[src/rtl/cp_dmem_arbiter.sv]
// cp_dmem_arbiter: shares the CP data memory port between the core load/store
// path and a DMA/host port. The core has default priority. A DMA that is blocked
// for MAX_WAIT consecutive cycles gets a priority burst of up to BURST_LEN
// beats, and the core is stalled during that burst.
// Ports:
//   iClk, iReset            clock, synchronous active-high reset
//   iCore_*                 core request (write/read enable, lanes, address, data)
//   oCore_Stall/Load_Data   core stall and load data
//   iDMA_* / oDMA_*         DMA request, grant and read return
//   oDMEM_* / iDMEM_*       DMEM macro port (read data arrives 1 cycle later)
//   oPerf_*                 perf counters, only when CP_DMEM_ARB_PERF_EN is
//                           defined (otherwise tied to 0)
module cp_dmem_arbiter #(
  parameter int unsigned DATA_WIDTH = 32,
  parameter int unsigned ADDR_WIDTH = 32,
  parameter int unsigned MAX_WAIT   = 8,
  parameter int unsigned BURST_LEN  = 4
) (
  input  logic                    iClk,
  input  logic                    iReset,
  input  logic                    iCore_Write_Enable,
  input  logic                    iCore_Read_Enable,
  input  logic [DATA_WIDTH/8-1:0] iCore_Byte_Select,
  input  logic [ADDR_WIDTH-1:0]   iCore_Address,
  input  logic [DATA_WIDTH-1:0]   iCore_Store_Data,
  output logic                    oCore_Stall,
  output logic [DATA_WIDTH-1:0]   oCore_Load_Data,
  input  logic                    iDMA_Req,
  input  logic                    iDMA_Write,
  input  logic [ADDR_WIDTH-1:0]   iDMA_Address,
  input  logic [DATA_WIDTH-1:0]   iDMA_Store_Data,
  output logic                    oDMA_Grant,
  output logic                    oDMA_Rvalid,
  output logic [DATA_WIDTH-1:0]   oDMA_Rdata,
  output logic                    oDMEM_Write_Enable,
  output logic                    oDMEM_Read_Enable,
  output logic [DATA_WIDTH/8-1:0] oDMEM_Byte_Select,
  output logic [ADDR_WIDTH-1:0]   oDMEM_Address,
  output logic [DATA_WIDTH-1:0]   oDMEM_Store_Data,
  input  logic [DATA_WIDTH-1:0]   iDMEM_Load_Data,
  output logic [31:0]             oPerf_Stall_Count,
  output logic [31:0]             oPerf_DMA_Beats
);

  localparam int unsigned BS_W  = DATA_WIDTH / 8;
  localparam int unsigned CNT_W = 8;

  typedef enum logic {S_CORE = 1'b0, S_DMA = 1'b1} state_e;

  state_e             state_q, state_d;
  logic [CNT_W-1:0]   wait_q, wait_d;
  logic [CNT_W-1:0]   beat_q, beat_d;
  logic               rd_dma_q, rd_dma_d;
  logic               creq;
  logic               dma_sel;

  assign creq = iCore_Write_Enable | iCore_Read_Enable;

  // Arbitration, starvation escalation and burst length tracking
  always_comb begin
    state_d     = state_q;
    wait_d      = wait_q;
    beat_d      = beat_q;
    dma_sel     = 1'b0;
    oCore_Stall = 1'b0;
    case (state_q)
      S_CORE: begin
        dma_sel = !creq && iDMA_Req;
        if (iDMA_Req && !dma_sel) begin
          if (wait_q == CNT_W'(MAX_WAIT - 1)) begin
            state_d = S_DMA;
            wait_d  = '0;
          end else begin
            wait_d = wait_q + CNT_W'(1);
          end
        end else begin
          wait_d = '0;
        end
      end
      S_DMA: begin
        wait_d = '0;
        if (iDMA_Req) begin
          dma_sel     = 1'b1;
          oCore_Stall = creq;
          if (beat_q == CNT_W'(BURST_LEN - 1)) begin
            state_d = S_CORE;
            beat_d  = '0;
          end else begin
            beat_d = beat_q + CNT_W'(1);
          end
        end else begin
          // DMA went quiet: core is served normally and the burst ends
          state_d = S_CORE;
          beat_d  = '0;
        end
      end
      default: state_d = S_CORE;
    endcase
    if (iReset) begin
      dma_sel     = 1'b0;
      oCore_Stall = 1'b0;
    end
  end

  // DMEM port mux; idle cycles present the core fields with enables low
  always_comb begin
    oDMA_Grant         = dma_sel;
    oDMEM_Write_Enable = iCore_Write_Enable && !iReset && !oCore_Stall;
    oDMEM_Read_Enable  = iCore_Read_Enable && !iReset && !oCore_Stall;
    oDMEM_Byte_Select  = iCore_Byte_Select;
    oDMEM_Address      = iCore_Address;
    oDMEM_Store_Data   = iCore_Store_Data;
    if (dma_sel) begin
      oDMEM_Write_Enable = iDMA_Write;
      oDMEM_Read_Enable  = !iDMA_Write;
      oDMEM_Byte_Select  = {BS_W{1'b1}};
      oDMEM_Address      = iDMA_Address;
      oDMEM_Store_Data   = iDMA_Store_Data;
    end
  end

  assign rd_dma_d = dma_sel && !iDMA_Write;

  always_ff @(posedge iClk) begin
    if (iReset) begin
      state_q  <= S_CORE;
      wait_q   <= '0;
      beat_q   <= '0;
      rd_dma_q <= 1'b0;
    end else begin
      state_q  <= state_d;
      wait_q   <= wait_d;
      beat_q   <= beat_d;
      rd_dma_q <= rd_dma_d;
    end
  end

  // Read data is shared; the owner flag doubles as the DMA valid pulse
  assign oDMA_Rvalid     = rd_dma_q;
  assign oDMA_Rdata      = iDMEM_Load_Data;
  assign oCore_Load_Data = iDMEM_Load_Data;

`ifdef CP_DMEM_ARB_PERF_EN
  logic [31:0] stall_cnt_q;
  logic [31:0] beats_cnt_q;

  // Saturating event counters
  always_ff @(posedge iClk) begin
    if (iReset) begin
      stall_cnt_q <= '0;
      beats_cnt_q <= '0;
    end else begin
      if (oCore_Stall && (stall_cnt_q != '1)) stall_cnt_q <= stall_cnt_q + 32'd1;
      if (oDMA_Grant && (beats_cnt_q != '1)) beats_cnt_q <= beats_cnt_q + 32'd1;
    end
  end

  assign oPerf_Stall_Count = stall_cnt_q;
  assign oPerf_DMA_Beats   = beats_cnt_q;
`else
  assign oPerf_Stall_Count = '0;
  assign oPerf_DMA_Beats   = '0;
`endif

endmodule

[config.mk]
export PLATFORM = sky130hd
export DESIGN_NAME = cp_dmem_arbiter
export DESIGN_NICKNAME = d
export VERILOG_FILES = /design/src/rtl/cp_dmem_arbiter.sv
export SDC_FILE = /design/constraint.sdc
export NUM_CORES = 1
export LEC_CHECK = 0
export CAP_MARGIN = 40
export CORE_AREA = 2 2 144 146
export CTS_CLUSTER_DIAMETER = 60
export DETAILED_ROUTE_END_ITERATION = 10
export DIE_AREA = 0 0 146 148
export GPL_ROUTABILITY_DRIVEN = 0
export PLACE_DENSITY = 0.55
export SYNTH_ARGS = -nofsm -noshare
export SYNTH_HDL_FRONTEND = slang
export SYNTH_SLANG_ARGS = --single-unit
[constraint.sdc]
create_clock -name iClk -period 3.4 [get_ports iClk]
set_clock_uncertainty 0.15 [all_clocks]
set_input_delay 0.85 -clock iClk [delete_from_list [all_inputs] [get_ports iClk]]
set_output_delay 0.85 -clock iClk [all_outputs]
set_load 0.005 [all_outputs]
==> impl_metrics.yaml, run 1 <==
outcome:
  outcome: "complete, but fails checks"
  violations: "negative setup slack"
global_route:
  grt_pass1_vias: 2382
  grt_max_degree: 12
  grt_usage: 0.0924
  globalRouteOverflowTotal: 0
  grt_antenna_before_repair: 1
  grt_first_pass_wirelength_um: 15300
route:
  remaining_drc_errors: 0
  dr.first_iter.drc_count: 61
  drtAntennaViolNets: 0
  vias_per_cell: 3.29
  dr.pass1.iters: 4
  wirelength_um: 11000
  vias: 2473
  wl_per_cell_um: 14.6
setup_path:
  worstSetupPathType: "in -> out"
  endpoint: "oDMEM_Store_Data[3]"
  worstRegToRegCells: 5
  reg2reg_slack_ps: 1540
  cp-start-kind: "primary input"
  cp-end-kind: "output port"
  cp_max_fo: 9
  critPathRequiredTime_ps: 2400
  cp-startpoint: "iCore_Read_Enable"
  worstPathArrival_ps: 2560
  timing.rr.end: "wait_q[2]"
  r2r_start: "wait_q[0]"
sta:
  fmax_ghz: 0.281
  setup_viol: 18
  finalCritPeriodShare: 1.05
  hold_slack_ps: 311
  hold_viol: 0
  slew_viol_final: 0
  grt_setup_unrepaired: "yes"
  fin_setup_tns_ps: -1510
  setup_ws_ps: -161
  min_period_ps: 3560
placed_design:
  hpwl_um: 8240
  dp_cells: 718
  portBuffers: 210
floorplanning:
  dieArea_um2: 21600
  rows: 52
  dieHeight_um: 148
  core_um2: 20000
  io_pins: 371
  start_util: 0.143
  die_w_um: 146
pwr:
  switching_power_mw: 0.207
  power.internal_mw: 0.704
  power_density_nw_per_um2: 178
  irDropWorstVdd_mv: 0.273
  clock_power_share: 0.287
  p_leak_nw: 2.47
  p_seq_frac: 0.234
  swShare: 0.227
  pwr-share-comb: 0.479
cells_and_area:
  drive_gt1_frac: 0.308
  nNetsFinal: 653
  syn_to_final_growth_pct: 78.5
  seqCellArea_um2: 360
  multiInputGateArea_um2: 1690
  finalNonFillerCells: 751
  fillerInstances: 2216
logic_synthesis:
  yosysWarnings: 0
  synth_edf_count: 0
  synth_top_cells_by_count: "buf_4 (129), mux2_4 (64), dfxtp_1 (18), nor2_1 (18), nand2_1 (9)"
  synthArstFlopShare: 0
  yosys-top-cells-area: "buf_4 (34%), mux2_4 (33%), dfxtp_1 (13%)"
  syn-instance-count: 305
  ys_seq_area_frac: 0.126
  ys_ff_latch: 18
  yosysTopAreaCellShare: 0.338
  yosysUniqueCellTypes: 37
  synth_area_um2: 2870
  ys.flop_type: "dfxtp_1"
  avgSynthCellArea_um2: 9.41
  synth_top_area_cell: "buf_4"
  yosysMostFrequentCell: "buf_4"
clocking:
  path_clk_slew_ps: 50
  holdBufCountCts: 0
  clock_path_buffers: 2
  cts_tree: "yes"
  cts.sinks: 18
  cts_buffers: 3
  h-tree-depth: 1
  cts_root_buf: "clkbuf_16"
  clkLatencyLatePin_ps: 250
min_path:
  hold_path.class: "reg -> reg"
flow_run:
  maxCapViolCount: 0
==> power by group through the flow <==
stage	registers (mW)	logic, mW	clock network [mW]
after floorplan	0.217	0.245	0
after global placement	0.218	0.414	0
after detailed placement	0.218	0.416	0
after CTS	0.213	0.445	0.269
after global routing	0.213	0.465	0.278
final	0.213	0.437	0.262
==> worst min path at each step <==
stage / start / end / slack, ps / cells past startpoint
after global placement: wait_q[0] / wait_q[0] / 290 / 1
after floorplan: wait_q[0] / wait_q[0] / 280 / 1
final: wait_q[0] / wait_q[0] / 310 / 1
after CTS: wait_q[0] / wait_q[0] / 310 / 1
after detailed placement: wait_q[0] / wait_q[0] / 300 / 1
after global routing: wait_q[0] / wait_q[0] / 330 / 1
==> what timing repair did <==
| item | CTS | global route |
|---|---|---|
| setup endpoints to repair | 69 | 54 |
| resized for setup | 181 | 44 |
| setup buffers | 16 | 8 |
| gates cloned | 6 | 0 |
| pin swaps | 2 | 1 |
==> critical path, cell delays in order <==
cell,delay (ps)
buf_8,100
nor2_4,110
nor2_2,50
or3_4,400
bufbuf_16,310
mux2_4,290
clkdlybuf4s50_1,440
==> state kept, by name, summed over array words and instances, names as in the netlist <==
signal       flops
beat_q           8
oDMA_Rvalid      1
state_q          1
wait_q           8
==> logic make-up after synthesis <==
group / count (synthesis) / share of synthesized area
AOI/OAI and AO/OA: 15 / 0.0332
xor gates and xnor gates: 9 / 0.0275
adders and majority gates: 2 / 0.00872
buffers and inverters: 142 / 0.373
DFF: 18 / 0.126
muxes: 65 / 0.338
other: 1 / 0.00131
and+or+nand+nor: 53 / 0.0920
==> cells in the final DEF (no fill, tap or decap), drive strengths merged, types with 5 or more instances in the layout <==
cell type,synthesis,routed
buf,137,62
clkbuf,1,17
clkdlybuf4s15,0,13
clkdlybuf4s50,0,143
conb,1,64
dfxtp,18,18
dlymetal6s2s,0,12
mux2,64,64
nand2,9,9
nand3,5,5
nor2,19,19
xnor2,5,5
==> per-layer routing <==
metal	share of wire	global-route usage
met5	0	0
met3	0.13	0.0494
met2	0.46	0.146
met4	0.0043	0.0160
met1	0.41	0.113
==> layout make-up <==
cell class / instances / share of cell area
timing repair buffer: 246 / 0.513
multi-input combinational: 208 / 0.329
sequential: 18 / 0.0704
tap: 270 / 0.0660
clock buffer: 4 / 0.0174
inverter: 4 / 0.00293
antenna: 1 / 0.000489
==> per-stage QoR <==
stage                     power [mW]  area [µm²]  worst slack, ps  utilization
after floorplan                0.462        3110              481            -
after global placement         0.632        4580             -527        0.229
after detailed placement       0.633        4580             -516        0.229
after CTS                      0.927        5090             -315        0.254
after global routing           0.957        5120             -216        0.255
final                          0.911        5120             -161        0.255
No activity file was read; power rests on OpenSTA's default activity.
==> run 2, diff against run 1 <==
==> constraint.sdc (replaced) <==
create_clock -name iClk -period 3.4 [get_ports iClk]
set_clock_uncertainty 0.15 [all_clocks]
set_input_delay 0.68 -clock iClk [delete_from_list [all_inputs] [get_ports iClk]]
set_output_delay 0.68 -clock iClk [all_outputs]
set_load 0.005 [all_outputs]
==> impl_metrics.yaml, run 2 (synthesized netlist as in run 1, its figures left out) <==
cells_and_area:
  layout_common_cells: "clkdlybuf4s50_1 (141), mux2_4 (64), conb_1 (64)"
  top_regs: "beat_q x8, wait_q x8"
  nNetsFinal: 639
  antennaDiodeCount: 0
  drive_gt1_frac: 0.221
  syn_to_final_growth_pct: 72.9
  design_area_um2: 4960
  final_common_cell: "clkdlybuf4s50_1"
setup_path:
  reg2reg_slack_ps: 1560
  critPathRequiredTime_ps: 2570
  cpPeakStageDelay_ps: 490
  r2r_start: "wait_q[0]"
  timing.rr.end: "wait_q[3]"
  worstSetupPathType: "in -> out"
  worstPathArrival_ps: 2500
  cp_max_fo: 6
  cp-start-kind: "primary input"
  cpMaxStageDelayCell: "clkdlybuf4s50_1"
  cp-end-kind: "output port"
  worstRegToRegCells: 5
  crit_buf_inv: 6
  worstPathCellList: "dlygate4sd2_1, nor2_2, nor2_1, or3_4, clkbuf_16, clkbuf_8, buf_12, inv_1, clkdlybuf4s50_1"
  crit_family: "buffers and inverters"
global_route:
  grt_usage: 0.0833
  grt_first_pass_wirelength_um: 14000
  grt_max_degree: 32
  grt_pass1_vias: 2238
  grt_antenna_before_repair: 0
  globalRouteOverflowTotal: 0
floorplanning:
  start_util: 0.143
  die_w_um: 146
  io_pins: 371
  core_um2: 20000
  dieArea_um2: 21600
  rows: 52
  dieHeight_um: 148
route:
  remaining_drc_errors: 0
  wirelength_um: 10600
  dr.pass1.iters: 4
  dr.first_iter.drc_count: 63
  vias: 2398
  wl_per_cell_um: 14.4
  vias_per_cell: 3.26
  drtAntennaViolNets: 0
pwr:
  clock_power_share: 0.293
  irDropWorstVdd_mv: 0.334
  power_density_nw_per_um2: 177
  p_seq_frac: 0.243
  pwr-share-comb: 0.464
  p_leak_nw: 2.55
  power.internal_mw: 0.683
  switching_power_mw: 0.195
  swShare: 0.222
sta:
  hold_slack_ps: 319
  hold_viol: 0
  fmax_ghz: 0.300
  min_period_ps: 3330
  setup_ws_ps: 68.3
  finalCritPeriodShare: 0.980
  setup_viol: 0
  fin_setup_tns_ps: 0
  slew_viol_final: 0
  grt_setup_unrepaired: "no"
clocking:
  clock_path_buffers: 2
  cts_buffers: 3
  cts_root_buf: "clkbuf_16"
  clkLatencyLatePin_ps: 240
  path_clk_slew_ps: 50
  holdBufCountCts: 0
  cts_tree: "yes"
  cts.sinks: 18
  h-tree-depth: 1
min_path:
  hold_path.class: "reg -> reg"
  holdPathStages: 1
  worstHoldStart: "wait_q[0]"
  holdPathEnd: "wait_q[0]"
flow_run:
  maxCapViolCount: 0
placed_design:
  place_area_um2: 4580
  hpwl_um: 8210
  portBuffers: 210
  place_ws_ps: -176
outcome:
  outcome: "complete, no violations"
==> run 2: changes by cell type in the layout (fill, tap and decap cells not counted), moves of 3 or more <==
cell,previous run,this run
dlymetal6s2s_1,12,35
buf_2,4,0
buf_6,33,0
dlygate4sd2_1,2,24
clkdlybuf4s15_1,13,0
clkbuf_2,13,10
==> run 2: routing by layer <==
layer | global-route usage | vias up | routed length (µm)
li1 | - | 1151 | -
met1 | 0.104 | 1069 | 4470
met2 | 0.133 | 175 | 4790
met3 | 0.0469 | 3 | 1300
met4 | 0.00340 | 0 | 24
met5 | 0 | - | 0
==> run 2: area by class of cell <==
cell class | count | area [µm²]
Fill cell | 2206 | 15100
Timing Repair Buffer | 232 | 2480
Multi-Input combinational cell | 208 | 1680
Sequential cell | 18 | 360
Tap cell | 270 | 338
Clock buffer | 4 | 88.8
Inverter | 4 | 15.0
==> run 2: worst reg2reg max path: stages (launching register included) <==
cell and delay, ps:
dfxtp_1 330, ha_1 240, nand2_1 100, nor4_1 70, or4b_2 740, nor2_1 140
==> run 2: worst max-delay path by stage <==
stage,startpoint,endpoint,depth (start not counted)
detailed placement,iCore_Write_Enable,oDMEM_Store_Data[9],7
global route,iCore_Read_Enable,oDMA_Grant,9
finish,iCore_Read_Enable,oDMA_Grant,9
floorplan,iCore_Write_Enable,oDMEM_Address[0],6
CTS,iReset,oDMEM_Store_Data[17],5
global placement,iCore_Write_Enable,oDMEM_Store_Data[9],7
==> run 2: power groups by stage <==
stage	Sequential [mW]	Clock (mW)	Combinational, mW
finish	0.213	0.257	0.408
global route	0.213	0.279	0.436
CTS	0.213	0.266	0.410
detailed placement	0.218	0	0.415
global placement	0.218	0	0.414
floorplan	0.217	0	0.245
==> run 2: what timing repair did <==
| action | in CTS | in global routing |
|---|---|---|
| pin swaps | 0 | 2 |
| buffers inserted | 4 | 5 |
| gates resized for setup | 38 | 56 |
| gates cloned | 3 | 2 |
| endpoints found under the setup margin | 66 | 43 |
==> run 2: per-stage QoR <==
step / instances / power [mW] / util
2_1_floorplan: 368 / 0.462 / -
3_3_place_gp: 718 / 0.631 / 0.229
3_5_place_dp: 718 / 0.633 / 0.229
4_1_cts: 729 / 0.889 / 0.238
5_1_grt: 736 / 0.928 / 0.248
6_report: 736 / 0.878 / 0.248
==> run 3, diff against run 2 <==
- HOLD_SLACK_MARGIN: not set -> 0.05
==> results of run 3 <==
Same layout as run 2: the final DEF is identical, and so are final timing and power.
